**config.mk**
```make
export PLATFORM = sky130hd
export DESIGN_NAME = page_clean_out_flat
export DESIGN_NICKNAME = d
export VERILOG_FILES = /design/src/rtl/page_clean_out_if.sv /design/src/rtl/page_clean_out.sv /design/src/flat_wrapper.sv
export SDC_FILE = /design/constraint.sdc
export NUM_CORES = 2
export LEC_CHECK = 0
export ABC_AREA = 1
export CAP_MARGIN = 10
export CORE_AREA = 5 5 449 451
export DETAILED_ROUTE_END_ITERATION = 10
export DIE_AREA = 0 0 454 456
export PLACE_DENSITY = 0.75
export SKIP_CTS_REPAIR_TIMING = 1
export SLEW_MARGIN = 20
export SYNTH_ARGS = -nofsm -noshare
export SYNTH_HDL_FRONTEND = slang
export SYNTH_SLANG_ARGS = --single-unit
```
**constraint.sdc**
```tcl
create_clock -name clk -period 13.7 [get_ports clk]
set_input_delay 2.055 -clock clk [delete_from_list [all_inputs] [get_ports clk]]
set_output_delay 2.055 -clock clk [all_outputs]
set_load 0.02 [all_outputs]
```
**src/rtl/page_clean_out_if.sv**
```systemverilog
// rtl/page_clean_out_if.sv - BRAM read/zero-fill port and 512-bit output beat stream for page_clean_out
interface page_clean_out_if #(
  parameter int NUM_RAM    = 16,
  parameter int RAM_W      = 32,
  parameter int RAM_ADDR_W = 9
);
  localparam int LINE_W = NUM_RAM * RAM_W;
  localparam int KEEP_W = LINE_W / 8;

  logic                  ram_rd_en;
  logic [RAM_ADDR_W-1:0] ram_rd_addr;
  logic [LINE_W-1:0]     ram_rd_data;
  logic                  ram_we;
  logic [RAM_ADDR_W-1:0] ram_wr_addr;
  logic                  out_valid;
  logic                  out_ready;
  logic [LINE_W-1:0]     out_data;
  logic [KEEP_W-1:0]     out_keep;
  logic                  out_last;

  modport master (
    output ram_rd_en, ram_rd_addr, ram_we, ram_wr_addr,
    output out_valid, out_data, out_keep, out_last,
    input  ram_rd_data, out_ready
  );

  modport slave (
    input  ram_rd_en, ram_rd_addr, ram_we, ram_wr_addr,
    input  out_valid, out_data, out_keep, out_last,
    output ram_rd_data, out_ready
  );
endinterface

```
**src/rtl/page_clean_out.sv**
```systemverilog
// rtl/page_clean_out.sv - drains a finished page from the BRAM banks into a 512-bit beat stream
// Optional macro CLEAN_OUT_ZERO_FILL_EN: zero each line RD_LAT cycles after it is read.
module page_clean_out #(
  parameter int NUM_RAM    = 16,
  parameter int RAM_W      = 32,
  parameter int RAM_ADDR_W = 9,
  parameter int RD_LAT     = 2,
  parameter int FIFO_DEPTH = 4
) (
  input  logic             clk,
  input  logic             rst,
  input  logic             page_finish,
  input  logic [31:0]      page_len,
  output logic             cl_finish,
  page_clean_out_if.master bus
);
  localparam int LINE_W    = NUM_RAM * RAM_W;
  localparam int KEEP_W    = LINE_W / 8;
  localparam int BYTE_SH   = $clog2(KEEP_W);
  localparam int LCNT_W    = RAM_ADDR_W + 1;
  localparam int MAX_LINES = 1 << RAM_ADDR_W;
  localparam int PTR_W     = (FIFO_DEPTH > 1) ? $clog2(FIFO_DEPTH) : 1;
  localparam int OCC_W     = $clog2(FIFO_DEPTH + 1);

  localparam logic [2:0] IDLE    = 3'd0;
  localparam logic [2:0] READ    = 3'd1;
  localparam logic [2:0] DRAIN   = 3'd2;
  localparam logic [2:0] DONE    = 3'd3;
  localparam logic [2:0] WAITLOW = 3'd4;

  logic [2:0]        state;
  logic [LCNT_W-1:0] n_lines;
  logic [LCNT_W-1:0] rd_cnt;
  logic [LCNT_W-1:0] beat_cnt;
  logic [KEEP_W-1:0] last_keep;
  logic [RD_LAT-1:0] rd_sr;
  logic [LINE_W-1:0] fifo_mem [FIFO_DEPTH];
  logic [PTR_W-1:0]  wptr;
  logic [PTR_W-1:0]  rptr;
  logic [OCC_W-1:0]  occ;
  logic              rd_en;
  logic              push;
  logic              pop;
  logic              valid;
  logic              is_last;
  logic              credit_ok;
  logic [7:0]        used;

  logic [32:0]        len_ext;
  logic               len_over;
  logic [BYTE_SH-1:0] rem;
  logic [LCNT_W-1:0]  n_calc;
  logic [KEEP_W-1:0]  keep_calc;

  // Oversized pages clamp to a full bank, whose last line is then completely valid.
  always_comb begin
    len_ext   = {1'b0, page_len} + 33'(KEEP_W - 1);
    len_over  = page_len > 32'(MAX_LINES * KEEP_W);
    rem       = page_len[BYTE_SH-1:0];
    n_calc    = len_over ? LCNT_W'(MAX_LINES) : LCNT_W'(len_ext >> BYTE_SH);
    keep_calc = '1;
    if (!len_over && rem != '0) begin
      for (int i = 0; i < KEEP_W; i++) begin
        keep_calc[i] = (i < int'(rem));
      end
    end
  end

  // Reads still in flight already own a FIFO slot.
  always_comb begin
    used = 8'(occ);
    for (int i = 0; i < RD_LAT; i++) begin
      used = used + 8'(rd_sr[i]);
    end
  end

  assign credit_ok = used < 8'(FIFO_DEPTH);
  assign rd_en     = (state == READ) && credit_ok;
  assign push      = rd_sr[RD_LAT-1];
  assign valid     = occ != '0;
  assign pop       = valid && bus.out_ready;
  assign is_last   = beat_cnt == n_lines - 1'b1;

  always_ff @(posedge clk) begin
    if (rst) begin
      state     <= IDLE;
      n_lines   <= '0;
      rd_cnt    <= '0;
      beat_cnt  <= '0;
      last_keep <= '0;
    end else begin
      if (pop) beat_cnt <= beat_cnt + 1'b1;
      case (state)
        IDLE: begin
          if (page_finish) begin
            if (page_len == 32'd0) begin
              state <= DONE;
            end else begin
              n_lines   <= n_calc;
              last_keep <= keep_calc;
              rd_cnt    <= '0;
              beat_cnt  <= '0;
              state     <= READ;
            end
          end
        end
        READ: begin
          if (rd_en) begin
            rd_cnt <= rd_cnt + 1'b1;
            if (rd_cnt == n_lines - 1'b1) state <= DRAIN;
          end
        end
        DRAIN:   if (pop && is_last) state <= DONE;
        DONE:    state <= WAITLOW;
        WAITLOW: if (!page_finish) state <= IDLE;
        default: state <= IDLE;
      endcase
    end
  end

  always_ff @(posedge clk) begin
    if (rst) begin
      rd_sr <= '0;
    end else begin
      rd_sr[0] <= rd_en;
      for (int i = 1; i < RD_LAT; i++) begin
        rd_sr[i] <= rd_sr[i-1];
      end
    end
  end

  function automatic logic [PTR_W-1:0] ptr_inc(input logic [PTR_W-1:0] p);
    return (p == PTR_W'(FIFO_DEPTH - 1)) ? '0 : p + 1'b1;
  endfunction

  always_ff @(posedge clk) begin
    if (rst) begin
      wptr <= '0;
      rptr <= '0;
      occ  <= '0;
    end else begin
      if (push) wptr <= ptr_inc(wptr);
      if (pop)  rptr <= ptr_inc(rptr);
      case ({push, pop})
        2'b10:   occ <= occ + 1'b1;
        2'b01:   occ <= occ - 1'b1;
        default: occ <= occ;
      endcase
    end
  end

  always_ff @(posedge clk) begin
    if (push) fifo_mem[wptr] <= bus.ram_rd_data;
  end

  assign bus.out_valid   = valid;
  assign bus.out_data    = valid ? fifo_mem[rptr] : '0;
  assign bus.out_last    = valid && is_last;
  assign bus.out_keep    = !valid ? '0 : (is_last ? last_keep : '1);
  assign bus.ram_rd_en   = rd_en;
  assign bus.ram_rd_addr = rd_cnt[RAM_ADDR_W-1:0];
  assign cl_finish       = state == DONE;

`ifdef CLEAN_OUT_ZERO_FILL_EN
  logic [RAM_ADDR_W-1:0] wa_pipe [RD_LAT];

  // Address travels alongside the read so the zero write lands with the data capture.
  always_ff @(posedge clk) begin
    if (rst) begin
      for (int i = 0; i < RD_LAT; i++) wa_pipe[i] <= '0;
    end else begin
      wa_pipe[0] <= bus.ram_rd_addr;
      for (int i = 1; i < RD_LAT; i++) wa_pipe[i] <= wa_pipe[i-1];
    end
  end

  assign bus.ram_we      = rd_sr[RD_LAT-1];
  assign bus.ram_wr_addr = wa_pipe[RD_LAT-1];
`else
  assign bus.ram_we      = 1'b0;
  assign bus.ram_wr_addr = '0;
`endif
endmodule

```
**src/flat_wrapper.sv**
```systemverilog
// flat-port wrapper written by rule: the top's interface ports become plain ports
module page_clean_out_flat 
#(
  parameter int NUM_RAM    = 16,
  parameter int RAM_W      = 32,
  parameter int RAM_ADDR_W = 9,
  parameter int RD_LAT     = 2,
  parameter int FIFO_DEPTH = 4
)
  (clk, rst, page_finish, page_len, cl_finish, bus_ram_rd_en, bus_ram_rd_addr, bus_ram_we, bus_ram_wr_addr, bus_out_valid, bus_out_data, bus_out_keep, bus_out_last, bus_ram_rd_data, bus_out_ready);
  page_clean_out_if #(.NUM_RAM(NUM_RAM), .RAM_W(RAM_W), .RAM_ADDR_W(RAM_ADDR_W)) bus_i ();
  input  logic clk;
  input  logic rst;
  input  logic page_finish;
  input  logic [31:0] page_len;
  output logic cl_finish;
  output wire logic [$bits(bus_i.ram_rd_en)-1:0] bus_ram_rd_en;
  output wire logic [$bits(bus_i.ram_rd_addr)-1:0] bus_ram_rd_addr;
  output wire logic [$bits(bus_i.ram_we)-1:0] bus_ram_we;
  output wire logic [$bits(bus_i.ram_wr_addr)-1:0] bus_ram_wr_addr;
  output wire logic [$bits(bus_i.out_valid)-1:0] bus_out_valid;
  output wire logic [$bits(bus_i.out_data)-1:0] bus_out_data;
  output wire logic [$bits(bus_i.out_keep)-1:0] bus_out_keep;
  output wire logic [$bits(bus_i.out_last)-1:0] bus_out_last;
  input wire logic [$bits(bus_i.ram_rd_data)-1:0] bus_ram_rd_data;
  input wire logic [$bits(bus_i.out_ready)-1:0] bus_out_ready;
  assign bus_ram_rd_en = bus_i.ram_rd_en;
  assign bus_ram_rd_addr = bus_i.ram_rd_addr;
  assign bus_ram_we = bus_i.ram_we;
  assign bus_ram_wr_addr = bus_i.ram_wr_addr;
  assign bus_out_valid = bus_i.out_valid;
  assign bus_out_data = bus_i.out_data;
  assign bus_out_keep = bus_i.out_keep;
  assign bus_out_last = bus_i.out_last;
  assign bus_i.ram_rd_data = bus_ram_rd_data;
  assign bus_i.out_ready = bus_out_ready;
  page_clean_out #(.NUM_RAM(NUM_RAM), .RAM_W(RAM_W), .RAM_ADDR_W(RAM_ADDR_W), .RD_LAT(RD_LAT), .FIFO_DEPTH(FIFO_DEPTH)) u_core (.clk(clk), .rst(rst), .page_finish(page_finish), .page_len(page_len), .cl_finish(cl_finish), .bus(bus_i));
endmodule
```
Word level (Yosys, flattened, before mapping)
Memories as Yosys holds them, arrays and structs flattened. A register that Yosys moved wholly into a read port is not among the register bits. Cells that the tools add are included.

Flip-flop bits (word level): 106. Bits in writable memories: 2048. Input bits: 548. Output and inout bits: 599. Logic and storage cells: 144. Memories kept: 1.

Memory list: u_core.fifo_mem (words 4, bits a word 512, rd ports 1, clocked after Yosys merged registers in 1, write ports 1, RTL line page_clean_out.sv:37) `logic [LINE_W-1:0] fifo_mem [FIFO_DEPTH];`.

Add/subtract/negate cells: 10. $lt $le $gt $ge: 65. Equality and inequality tests: 16. Muxes and demuxes: 27. Bitwise logic cells: 1. Reduce and logical (&&, ||, !) cells: 15.

Operator list (count): 512-bit two-way mux (1); 64-bit two-way mux (3); 6-bit less-than comparator, first input constant (31); 5-bit by 6-bit less-than comparator with 1-bit output, first input constant (16); 10-bit two-way mux (8); 4-bit by 6-bit less-than comparator with 1-bit output, first input constant (8); 32-bit by 16-bit > comparator with 1-bit output, second input constant (1); 32-bit logical NOT (1); 3-bit by 6-bit less-than comparator with 1-bit output, first input constant (4); 10-bit by 1-bit adder with 10-bit output, second input constant (2); 10-bit equality test (2); 10-bit one-hot mux with 2 select lines (1); 16-bit by 6-bit adder with 16-bit output, second input constant (1); 3-bit two-way mux (5); 3-bit one-hot mux with 5 select lines (1); 1-bit by 6-bit less-than comparator with 1-bit output, first input constant (2); 2-bit by 6-bit less-than comparator with 1-bit output, first input constant (2); 2-bit two-way mux (5); 2-bit inequality test, second input constant (5); 10-bit by 1-bit subtractor with 10-bit output, second input constant (1); 8-bit by 1-bit adder with 8-bit output (1); 8-bit by 3-bit less-than comparator with 1-bit output, second input constant (1); 2-bit equality test, second input constant (3); 3-bit by 2-bit equality test with 1-bit output, second input constant (2); 20 further kinds (27).

Depth between registers and ports, before layout
Depth after elaboration: 6. Mapped depth: 16. Gate-level depth less buffers: 16.

Worst setup path after synthesis
No wires, ideal clock.

Path kind: register to register. From: register u_core.wptr[0]. To: memory u_core.fifo_mem[3][0] (netlist bit) (enable). Library setup time: 860 ps. Arrival time: 10454 ps. Data required time: 12840 ps. Path slack: 2387 ps. Stages on the path, launching flop included: 4. Clock period less this slack: 11313 ps. Cells stage by stage: dfxtp_1 -> ha_1 -> nand2_1 -> inv_1.

RTL lines: start, declared (RTL line page_clean_out.sv:38) `logic [PTR_W-1:0] wptr;`; start signal, assigned (RTL line page_clean_out.sv:142) `if (push) wptr <= ptr_inc(wptr);`; end, declared (RTL line page_clean_out.sv:37).

Straight into the memory's write port.

==> impl_metrics.tcl <==
set metrics [dict create \
    outcome "finished clean" \
    intPower_uw 12100 \
    drive_above_1_share_pct 4.94 \
    r2r_start "u_core.wptr[0]$_SDFFE_PP0P_" \
    fin_nets 8584 \
    p_leak_uw 0.0356 \
    wl_mm 245 \
    cts.clk_slew.worst_paths_ns 0.06 \
    tightestPinTransition_ns 1.17 \
    antenna_found_initial 118 \
    r2r_setup_slack_ns 9.37 \
    post-route-drc-count 0 \
    setup_violations 0 \
    firstDrtPassIters 6 \
    r2r-end "u_core.fifo_mem[3][246]$_DFFE_PP_" \
    root_buffer "clkbuf_16" \
    cp.arrival_ns 5.38 \
    stdcell_count 10900 \
    finalClockSkew_ns 0.0467 \
    min_from "u_core.last_keep[25]$_SDFFE_PP0P_" \
    crit_path_end "bus_out_data[196]" \
    max_stage_delay_ns 0.93 \
    dp_hpwl_mm 151 \
    pwr_density_cell_nw_per_um2 164 \
    yosysWarnings 0 \
    clkPwrFrac_pct 33.7 \
    crit_cells 8 \
    worstSetupEndpointType "primary output" \
    ios 1147 \
    tritoncts "done" \
    cts_buffer_depth 3 \
    die-area_sq_um 207000 \
    max-slew-margin-rel_pct 21.7 \
    layout_commonest_cell "nor2_1" \
    ff2ff_path_depth 6 \
    core_sq_um 197000 \
    ir_drop_uv 128 \
    cp_cell_sequence "buf_12 -> buf_4 -> buf_12 -> nor2_1 -> nor2_1 -> o21ai_0 -> a21oi_1 -> clkdlybuf4s50_1" \
    setup_slack_ns 6.26 \
    swShare_pct 29.8 \
    drt-initial-drc-count 5885 \
    tns_ns 0 \
    yosysTopAreaCell "edfxtp_1" \
    h-tree-depth 4 \
    synth_cells 7065 \
    report.final.slew_viol_count 0 \
    fin_crit_ns 7.44 \
    final_cell_mix "nor2_1, edfxtp_1, clkdlybuf4s50_1" \
    critPathBufInv 4 \
    yosysSeqAreaShare_pct 75.0 \
    dieHeight_microns 456 \
    worst-path-max-fanout 223 \
    dp_slack_ns 7.15 \
    cp_slowest_cell "buf_4" \
    synth_top_cell_area_share_pct 72.5 \
    period_share_pct 54.3 \
    yosysUniqueCellTypes 37 \
    cts_buffers 210 \
    synthTopCellsByArea "edfxtp_1, nor2_1, o21ai_0" \
    start_util_pct 43.1 \
    finalWeightedCongestion 0.917 \
    path_delay_family "buffers and inverters" \
    whs_path_depth 2 \
    ys_ff_latch 2156 \
    max-cap-violations 0 \
    cp.required_ns 11.64 \
    clkLatencyLatePin_ns 0.88 \
    fmax_mhz 134 \
    syn_area_sq_um 84900 \
    crit_type "reg -> out" \
    dpl.cell_count 10500 \
    syn_area_per_cell_sq_um 12.0 \
    finalHoldViolations 0 \
    rsz0062_at_grt "false" \
    area_growth_pct 24.5 \
    rows 163 \
    start_kind "flip-flop" \
    grt_pass1_wl_mm 354 \
    fp.dieW_microns 454 \
    grt_pass1_vias 56200 \
    p_comb_share_pct 22.8 \
    seqPwrFrac_pct 43.6 \
    clock-sinks 2156 \
    grt_max_degree 273 \
    io_buffers 1136 \
    grt-ovfl-total 0 \
    power_switching_uw 5160 \
    vias 58500 \
    ant_nets 0 \
    wl_per_cell_microns 22.4 \
    min_path_type "reg -> reg" \
    grt_use_total_pct 22.5 \
    vias_per_cell 5.35 \
]
-- power by group through the flow --
stage | Sequential, uW | Combinational [uW] | Clock (uW)
6_report | 7540 | 3940 | 5820
5_1_grt | 7550 | 4240 | 6200
4_1_cts | 7530 | 3940 | 5910
3_5_place_dp | 7670 | 3910 | 0
3_3_place_gp | 7660 | 3850 | 0
2_1_floorplan | 7710 | 2140 | 0
-- sequential cells by signal (all words and copies together) (netlist names), named ones only --
register / flops
u_core.last_keep: 64
u_core.rptr: 2
u_core.occ: 3
u_core.rd_cnt: 10
u_core.beat_cnt: 10
u_core.rd_sr: 2
u_core.state: 3
u_core.wptr: 2
u_core.n_lines: 10
u_core.fifo_mem: 2048
-- per-stage QoR --
step	area (sq um)	total power, uW	hold slack [ns]	utilization (%)
3_5_place_dp	98400	11600	0.437	50.0
2_1_floorplan	84900	9850	0.407	-
5_1_grt	106000	18000	0.468	53.7
3_3_place_gp	98400	11500	0.432	50.0
6_report	106000	17300	0.449	53.7
4_1_cts	105000	17400	0.451	53.6
-- synth_stat cells (all sizes together) --
cell type     n
o22ai         6
a21oi       544
xnor2         1
dfxtp       108
nand3        93
o21a          2
o41ai         1
edfxtp     2048
nand3b        6
xor2         15
clkinv        2
o211a         1
conb          1
a31oi         4
nand4        22
ha           11
a22oi         1
nor3b         2
nor2       2140
nand2       278
nor3         12
fa            1
or2           2
o211ai        6
o21ai      1140
buf         107
inv         154
clkbuf      357
-- final cells by class --
| cell class | count | area, sq um |
|---|---|---|
| Antenna cell | 86 | 215 |
| Clock buffer | 251 | 5440 |
| Clock inverter | 130 | 1560 |
| Fill cell | 15800 | 91100 |
| Inverter | 156 | 631 |
| Multi-Input combinational cell | 4298 | 18800 |
| Sequential cell | 2156 | 63700 |
| Tap cell | 2640 | 3300 |
| Timing Repair Buffer | 1202 | 12100 |
-- kinds of logic after synthesis --
logic type | count (synthesis) | share of synthesized area [%]
simple gates | 2555 | 11.6
flops | 2156 | 75.0
compound gates | 1705 | 10.1
buf+inv | 620 | 2.89
xor+xnor | 16 | 0.165
fa+ha+maj | 12 | 0.186
other cells | 1 | 0.00442
-- worst register-to-register path: stages (launching register included) --
cell and delay, ns:
dfxtp_1 0.40, ha_1 0.21, nand2_1 0.14, inv_8 0.56, buf_4 0.88, buf_4 0.82
buf_4 0.90
-- worst min path at each step --
stage | slack, ns | end
floorplan | 0.41 | u_core.rd_sr[1]$_SDFF_PP0_
global placement | 0.43 | u_core.last_keep[21]$_SDFFE_PP0P_
detailed placement | 0.44 | u_core.last_keep[25]$_SDFFE_PP0P_
CTS | 0.45 | u_core.rd_sr[1]$_SDFF_PP0_
global route | 0.47 | u_core.last_keep[18]$_SDFFE_PP0P_
finish | 0.45 | u_core.last_keep[25]$_SDFFE_PP0P_
-- routing by layer --
| layer | track usage, % | share of wire [%] | vias to the layer above |
|---|---|---|---|
| met5 | 0 | 0.13 | - |
| met4 | 13.8 | 6.2 | 50 |
| met1 | 26.6 | 36 | 28400 |
| met3 | 6.77 | 9.3 | 593 |
| li1 | - | - | 26800 |
| met2 | 36.0 | 48 | 2608 |
Note: power is estimated with default switching activity, not from simulation.
